===== config.mk =====
export PLATFORM = sky130hd
export DESIGN_NAME = mem_arbiter
export DESIGN_NICKNAME = d
export VERILOG_FILES = /design/src/rtl/mem_arbiter_pkg.sv /design/src/rtl/mem_beat_tracker.sv /design/src/rtl/mem_arbiter.sv
export SDC_FILE = /design/constraint.sdc
export NUM_CORES = 1
export LEC_CHECK = 0
export CAP_MARGIN = 20
export CORE_MARGIN = 1
export CORE_UTILIZATION = 40
export CTS_BUF_LIST = sky130_fd_sc_hd__clkbuf_8
export DETAILED_ROUTE_END_ITERATION = 16
export GPL_TIMING_DRIVEN = 0
export PLACE_DENSITY_LB_ADDON = 0.25
export SETUP_SLACK_MARGIN = 0.02
export SYNTH_ARGS = -nofsm -noshare
export SYNTH_HDL_FRONTEND = slang
export SYNTH_SLANG_ARGS = --single-unit
export TNS_END_PERCENT = 10

===== constraint.sdc =====
create_clock -name CLK -period 3.78 [get_ports CLK]
set_input_delay 0.756 -clock CLK [delete_from_list [all_inputs] [get_ports CLK]]
set_output_delay 0.756 -clock CLK [all_outputs]
set_load 0.01 [all_outputs]

===== src/rtl/mem_arbiter_pkg.sv =====
// rtl/mem_arbiter_pkg.sv - state encodings, grant encoding and sizing constants for mem_arbiter
package mem_arbiter_pkg;

  localparam int BEATS            = 4;
  localparam int DATA_BASE_DEFAULT = 256;

  typedef enum logic [2:0] {
    ST_IDLE,
    ST_DBEAT,
    ST_IBEAT,
    ST_IGAP,
    ST_ACK
  } state_e;

  typedef enum logic {
    GNT_I = 1'b0,
    GNT_D = 1'b1
  } grant_e;

endpackage


===== src/rtl/mem_beat_tracker.sv =====
// rtl/mem_beat_tracker.sv - remembers that memory went busy during a beat and pulses done when it falls
module mem_beat_tracker (
  input  logic CLK,
  input  logic RESET,
  input  logic active,
  input  logic m_busywait,
  output logic done
);

  logic seen_busy_q, seen_busy_d;

  // Outside a beat the flag is forced clear, so each beat starts fresh.
  always_comb begin
    seen_busy_d = active & m_busywait;
    done        = active & seen_busy_q & ~m_busywait;
  end

  always_ff @(posedge CLK or negedge RESET) begin
    if (!RESET) seen_busy_q <= 1'b0;
    else        seen_busy_q <= seen_busy_d;
  end

endmodule


===== src/rtl/mem_arbiter.sv =====
// rtl/mem_arbiter.sv - shares one word memory between icache 4-beat refills and dcache single beats
// Round-robin on conflict; define MEM_ARB_DFIRST_EN for fixed D-first priority.
module mem_arbiter
  import mem_arbiter_pkg::*;
#(
  parameter int IADDR_W   = 6,
  parameter int DADDR_W   = 6,
  parameter int MADDR_W   = 9,
  parameter int DATA_BASE = DATA_BASE_DEFAULT
) (
  input  logic                  CLK,
  input  logic                  RESET,
  input  logic                  i_read,
  input  logic [IADDR_W-1:0]    i_address,
  output logic [32*BEATS-1:0]   i_readdata,
  output logic                  i_busywait,
  input  logic                  d_read,
  input  logic                  d_write,
  input  logic [DADDR_W-1:0]    d_address,
  input  logic [31:0]           d_writedata,
  output logic [31:0]           d_readdata,
  output logic                  d_busywait,
  output logic                  m_read,
  output logic                  m_write,
  output logic [MADDR_W-1:0]    m_address,
  output logic [31:0]           m_writedata,
  input  logic [31:0]           m_readdata,
  input  logic                  m_busywait
);

  state_e                state_q, state_d;
  logic                  gnt_d_q, gnt_d_d;
  logic                  wr_q, wr_d;
  logic [IADDR_W-1:0]    i_addr_q, i_addr_d;
  logic [DADDR_W-1:0]    d_addr_q, d_addr_d;
  logic [31:0]           wdata_q, wdata_d;
  logic [1:0]            beat_q, beat_d;
  logic [32*BEATS-1:0]   i_buf_q, i_buf_d;
  logic [31:0]           d_buf_q, d_buf_d;

  logic d_req, i_req, d_wins, beat_active, done, ack;

  assign d_req       = d_read | d_write;
  assign i_req       = i_read;
  assign beat_active = (state_q == ST_DBEAT) || (state_q == ST_IBEAT);
  assign ack         = (state_q == ST_ACK);

`ifdef MEM_ARB_DFIRST_EN
  assign d_wins = d_req;
`else
  grant_e last_grant_q, last_grant_d;

  assign d_wins = d_req & (~i_req | (last_grant_q == GNT_I));

  always_comb begin
    last_grant_d = last_grant_q;
    if (state_q == ST_IDLE && (d_req || i_req))
      last_grant_d = d_wins ? GNT_D : GNT_I;
  end

  always_ff @(posedge CLK or negedge RESET) begin
    if (!RESET) last_grant_q <= GNT_I;
    else        last_grant_q <= last_grant_d;
  end
`endif

  mem_beat_tracker u_tracker (
    .CLK        (CLK),
    .RESET      (RESET),
    .active     (beat_active),
    .m_busywait (m_busywait),
    .done       (done)
  );

  always_comb begin
    state_d  = state_q;
    gnt_d_d  = gnt_d_q;
    wr_d     = wr_q;
    i_addr_d = i_addr_q;
    d_addr_d = d_addr_q;
    wdata_d  = wdata_q;
    beat_d   = beat_q;
    i_buf_d  = i_buf_q;
    d_buf_d  = d_buf_q;
    case (state_q)
      ST_IDLE: begin
        if (d_wins) begin
          state_d  = ST_DBEAT;
          gnt_d_d  = 1'b1;
          wr_d     = d_write;
          d_addr_d = d_address;
          wdata_d  = d_writedata;
        end else if (i_req) begin
          state_d  = ST_IBEAT;
          gnt_d_d  = 1'b0;
          i_addr_d = i_address;
          beat_d   = 2'd0;
        end
      end
      ST_DBEAT: begin
        if (done) begin
          if (!wr_q) d_buf_d = m_readdata;
          state_d = ST_ACK;
        end
      end
      ST_IBEAT: begin
        if (done) begin
          i_buf_d[32*beat_q +: 32] = m_readdata;
          if (beat_q == 2'(BEATS-1)) begin
            state_d = ST_ACK;
          end else begin
            beat_d  = beat_q + 2'd1;
            state_d = ST_IGAP;
          end
        end
      end
      // Memory starts a beat on a strobe edge, so bursts need a low cycle between words.
      ST_IGAP: state_d = ST_IBEAT;
      ST_ACK:  state_d = ST_IDLE;
      default: state_d = ST_IDLE;
    endcase
  end

  always_ff @(posedge CLK or negedge RESET) begin
    if (!RESET) begin
      state_q  <= ST_IDLE;
      gnt_d_q  <= 1'b0;
      wr_q     <= 1'b0;
      i_addr_q <= '0;
      d_addr_q <= '0;
      wdata_q  <= '0;
      beat_q   <= '0;
      i_buf_q  <= '0;
      d_buf_q  <= '0;
    end else begin
      state_q  <= state_d;
      gnt_d_q  <= gnt_d_d;
      wr_q     <= wr_d;
      i_addr_q <= i_addr_d;
      d_addr_q <= d_addr_d;
      wdata_q  <= wdata_d;
      beat_q   <= beat_d;
      i_buf_q  <= i_buf_d;
      d_buf_q  <= d_buf_d;
    end
  end

  always_comb begin
    m_read    = (state_q == ST_IBEAT) || ((state_q == ST_DBEAT) && !wr_q);
    m_write   = (state_q == ST_DBEAT) && wr_q;
    m_address = '0;
    if (state_q == ST_IBEAT)
      m_address = MADDR_W'({i_addr_q, beat_q});
    else if (state_q == ST_DBEAT)
      m_address = MADDR_W'(DATA_BASE) + MADDR_W'(d_addr_q);
  end

  assign m_writedata = wdata_q;
  assign i_readdata  = i_buf_q;
  assign d_readdata  = d_buf_q;
  assign i_busywait  = RESET & i_read & ~(ack & ~gnt_d_q);
  assign d_busywait  = RESET & d_req  & ~(ack &  gnt_d_q);

endmodule


# After elaboration in Yosys (flattened, before gate mapping)
# Cells that the tools add are included.
# Widths: inputs -> output; s select.
[op_classes] shifts=2 reduce_logical=17 bitwise=20 n_eq_ne=11 addsub=3 mux=17
[ops] cell="$bwmux 128" n=1
[ops] cell="$shift 32x34->128 const A" n=1
[ops] cell="$shiftx 32x34->128" n=1
[ops] cell="$neg 7->34" n=1
[ops] cell="$mux 9" n=2
[ops] cell="$mux 3" n=5
[ops] cell="$pmux 3 s4" n=1
[ops] cell="$and 1x1->1" n=10
[ops] cell="$ne 2x2->1 const B" n=5
[ops] cell="$add 9x6->9 const A" n=1
[ops] cell="$reduce_and 3->1" n=3
[ops] cell="$mux 2" n=4
[ops] cell="$not 1->1" n=8
[ops] cell="$eq 3x2->1 const B" n=2
[ops] cell="$reduce_and 2->1" n=3
[ops] cell="$reduce_and 5->1" n=1
[ops] cell="$pmux 2 s2" n=1
[ops] cell="$reduce_bool 2->1" n=2
[ops] cell="$eq 3x1->1 const B" n=1
[ops] cell="$eq 3x3->1 const B" n=1
[ops] cell="$logic_and 1x1->1" n=3
[ops] cell="$logic_not 3->1" n=1
[ops] cell="$logic_or 1x1->1" n=3
[ops] cell="$mux 1" n=3
[ops] cell="5 further kinds" n=6
[totals] register_bits=213

# Depth between registers and ports, before layout
[depth] ltp_word=6 depth_mapped=7

# Modules after synthesis
# From an unflattened synthesis, not the netlist that was laid out.
[hier_totals] hier_cells=798 area_unflattened_um2=9011.1
[modules_own_cells] module="mem_arbiter" seq_area_each_um2=5305.1 cells_per_inst=795 n_inst=1 area_each_um2=8969.9
[modules_own_cells] module="mem_beat_tracker" seq_area_each_um2=25.0 cells_per_inst=3 n_inst=1 area_each_um2=41.3

# Worst setup path before layout
# OpenSTA, ideal clock, no wires.
[synth_path] kind="reg-to-output" start="register state_q[0]" end="output m_address[3]" arrival_time_ns=1.324 path_slack_ns=1.700 path_stages_with_launch=6 t_required_ns=3.024 n_path_buf=3 cell_sequence="dfrtp_1 clkbuf_8 clkbuf_1 nor2_1 buf_2 a22o_1"
[synth_between] elab_chain_cells=3
[synth_rtl] element="start, declared" line="mem_arbiter.sv:31" source="state_e state_q, state_d;"
[synth_rtl] element="start signal, assigned" line="mem_arbiter.sv:136" source="state_q <= state_d;"
[synth_rtl] element="$eq 3x1->1" line="mem_arbiter.sv:154" source="else if (state_q == ST_DBEAT)"
[synth_rtl] element="$mux 9" line="mem_arbiter.sv:154"
[synth_rtl] element="$mux 9 *" line="mem_arbiter.sv:152" source="if (state_q == ST_IBEAT)"
[synth_rtl] element="end, declared" line="mem_arbiter.sv:25" source="output logic [MADDR_W-1:0] m_address,"
# Mark *: on every way between the ends. The rest lies on a longest branch, timed or not.

# Worst setup path in the final report
[layout_path] start="register state_q[0]" end="output m_address[5]"
# The elaborated chain is that of the path after synthesis.

==> results.yml <==
power:
  p_leak_uw: 0.005956
  finalPower_uw: 10680
  ir_drop_mv: 0.5253
  pwr_density_cell_nw_per_um2: 824.7
routing:
  post_drt_wl_per_cell_um: 17.87
  dr.pass1.iters: 5
  routed_via_density: 4.985
  drt_iter0_markers: 302
  drt-total-wl_mm: 25.61
  antenna_left: 0
  drcViolationCount: 0
  vias: 7144
worst_setup_path:
  crit_start: "state_q[0]"
  crit_type: "flip-flop to primary output"
  setup.worst_path.start_class: "flip-flop"
  critPathCaptureType: "primary output"
  max_stage_delay_ps: 530
  cp.required_ps: 3020
  path_max_fanout: 10
  r2r-start: "beat_q[0]"
  cp.arrival_ps: 2540
  slowest_stage: "clkdlybuf4s50_1"
  cp_cell_sequence: "clkbuf_8 -> clkbuf_1 -> nor2_1 -> buf_2 -> a22o_1 -> clkdlybuf4s50_1"
cts:
  postCtsSetupBuffers: 0
  root_buffer: "clkbuf_8"
  clk_transition_reported_paths_ps: 70
  clock-sinks: 213
  cts_hold_buf: 0
  numCtsBuffers: 38
  cts_max_path_buffers: 3
  cts_tree: "yes"
  insertion_delay_ps: 520
  cts.htree.levels: 2
  cts_resized: 0
global_route:
  grt_pass1_wl_mm: 39.63
  grt_pass1_vias: 7147
  grt_use_total: 0.2238
  overflow: 0
  grt_max_degree: 109
  grt_antenna_before_repair: 0
flow_run:
  drv_cap: 0
hold_path:
  hold_path.class: "input pin to async pin"
sta:
  fmax_mhz: 303.7
  setup_tns_ps: 0
  rsz0062_at_grt: "no"
  slew_viol_final: 0
  setup_viol: 0
  worst_pin_slew_ps: 1010
  period_share: 0.8711
  hold_viol: 0
  hold_ws_ps: 267.5
  fin_skew_ps: 20.76
  fin_crit_ps: 3293
  maxSlewHeadroom: 0.3252
floorplanning:
  fp.coreArea_sq_um: 21890
  initial_core_util: 0.4089
  die_h_um: 151.6
  die_x_um: 151.6
  rows: 54
  ios: 287
  die_area_sq_um: 22980
finish:
  n_antenna_cell: 0
  area_delta_synth_final_pct: 44.74
  drive_above_1_share: 0.1457
  fin_util: 0.5919
  stdcell_count: 1433
  nets: 1217
place:
  dp.final_hpwl_mm: 17.55
  gp_congestion: 0.7940
  placement.io_buffers: 286
  dp.cells: 1369
synth:
  synth_seq_cells: 213
  synth_flop_cell: "dfrtp_1"
  yosys.cell_types.count: 38
  synth-async-reset-ratio: 1.000
  synthCells: 802
  syn_avg_cell_area_sq_um: 11.16
  yosysTopAreaCellShare: 0.5955
  syn_nets: 890
  netlist_area_sq_um: 8951
  synth_seq_area_share: 0.5955
  synth.area.top_cells: "dfrtp_1 60%, nand3_1 7.2%, o21ai_0 6.3%"
  yosysWarnings: 0
  synth_top_area_cell: "dfrtp_1"
  synth_edf_count: 0
run_status:
  run_status: "completed"
layer usage:
layer	up-vias	global-route usage	share of wire
met5	-	0	0
met4	0	0.06436	0.016
met3	39	0.07275	0.099
met2	279	0.3534	0.46
met1	3505	0.2934	0.42
li1	3321	-	-
cells in the final DEF, fill, tap and decap left out, types with 3 or more instances in the layout:
cell	instances
clkdlybuf4s50_1	285
dfrtp_1	213
inv_1	147
nand3_1	129
o21ai_0	113
clkbuf_8	52
mux2_2	47
mux2_4	30
clkbuf_1	22
o21ai_1	19
buf_4	13
nand2_1	9
buf_2	7
a22o_1	7
ha_1	6
nor2_1	5
nor3_1	5
nor4_4	4
a31oi_1	3
clkbuf_2	3
nor3b_1	3
buf_12	3
mux2i_1	3
state kept, by name, indices dropped and copies added, names as in the netlist:
signal and flops:
m_writedata 32, wr_q 1, u_tracker.seen_busy_q 1, beat_q 2, d_readdata 32, gnt_d_q 1
d_addr_q 6, i_readdata 128, i_addr_q 6, last_grant_q 1, state_q 3
path summary, 6_finish.rpt:
path | end | slack (ps) | cells after the start
setup reg to reg | i_readdata[22] | 960 | 6
hold reg to reg | m_writedata[18] | 500 | 1
hold / removal | d_readdata[9] | 270 | 1
max in group asynchronous | i_readdata[97] | 2470 | 2
setup / recovery | m_address[5] | 490 | 6
min in group CLK | m_writedata[18] | 500 | 1
worst max-delay path, delay by kind of cell (launching register included):
| kind | cells | cell delay [ps] |
|---|---|---|
| flops | 1 | 370 |
| buf+inv | 4 | 1200 |
| simple gates | 1 | 270 |
| compound gates | 1 | 180 |
logic make-up after synthesis:
kind of cell	after synthesis	share of synthesized area
flip-flops	213	0.5955
AND/OR/NAND/NOR	164	0.09967
multiplexers	80	0.1128
buffers and inverters	189	0.09435
adder cells (fa/ha/maj)	6	0.008387
AO/OA/AOI/OAI	149	0.08834
XOR/XNOR	1	0.0009787
cells in the mapped netlist, types with 2 or more instances:
cell type / instances
a31oi_1: 3
nor3_1: 5
buf_4: 13
dfrtp_1: 213
inv_1: 137
o21ai_1: 19
mux2_2: 47
nand2_1: 9
buf_2: 7
nand2b_1: 2
nand3_1: 129
o21ai_0: 113
nor4_4: 4
clkbuf_2: 3
nor3b_1: 3
buf_12: 3
buf_6: 2
mux2i_1: 3
clkbuf_1: 22
and2_1: 2
mux2_4: 30
nor2_1: 5
ha_1: 6
o22ai_1: 2
a22o_1: 7
report_power, final:
part | switching (uW) | internal, uW | leakage [uW] | total (uW)
logic | 2110 | 2600 | 0.00314 | 4700
registers | 552 | 3290 | 0.00240 | 3840
clock network | 945 | 1190 | 0.000424 | 2140
layout make-up:
class	instances	area (sq um)
Multi-Input combinational cell	400	2776
Sequential cell	213	5330
Tap cell	280	350.3
Buffer	51	326.6
Fill cell	1832	8935
Clock buffer	51	701.9
Clock inverter	13	57.56
Inverter	138	518.0
Timing Repair Buffer	287	2895
per-stage QoR:
stage	instance area (sq um)	setup WS [ps]
after floorplan	8951	1700
after global placement	12160	-7384
after detailed placement	12200	630.5
after CTS	12960	437.3
after global routing	12960	312.4
final	12960	487.1
No activity file was read; power rests on OpenSTA's default activity.
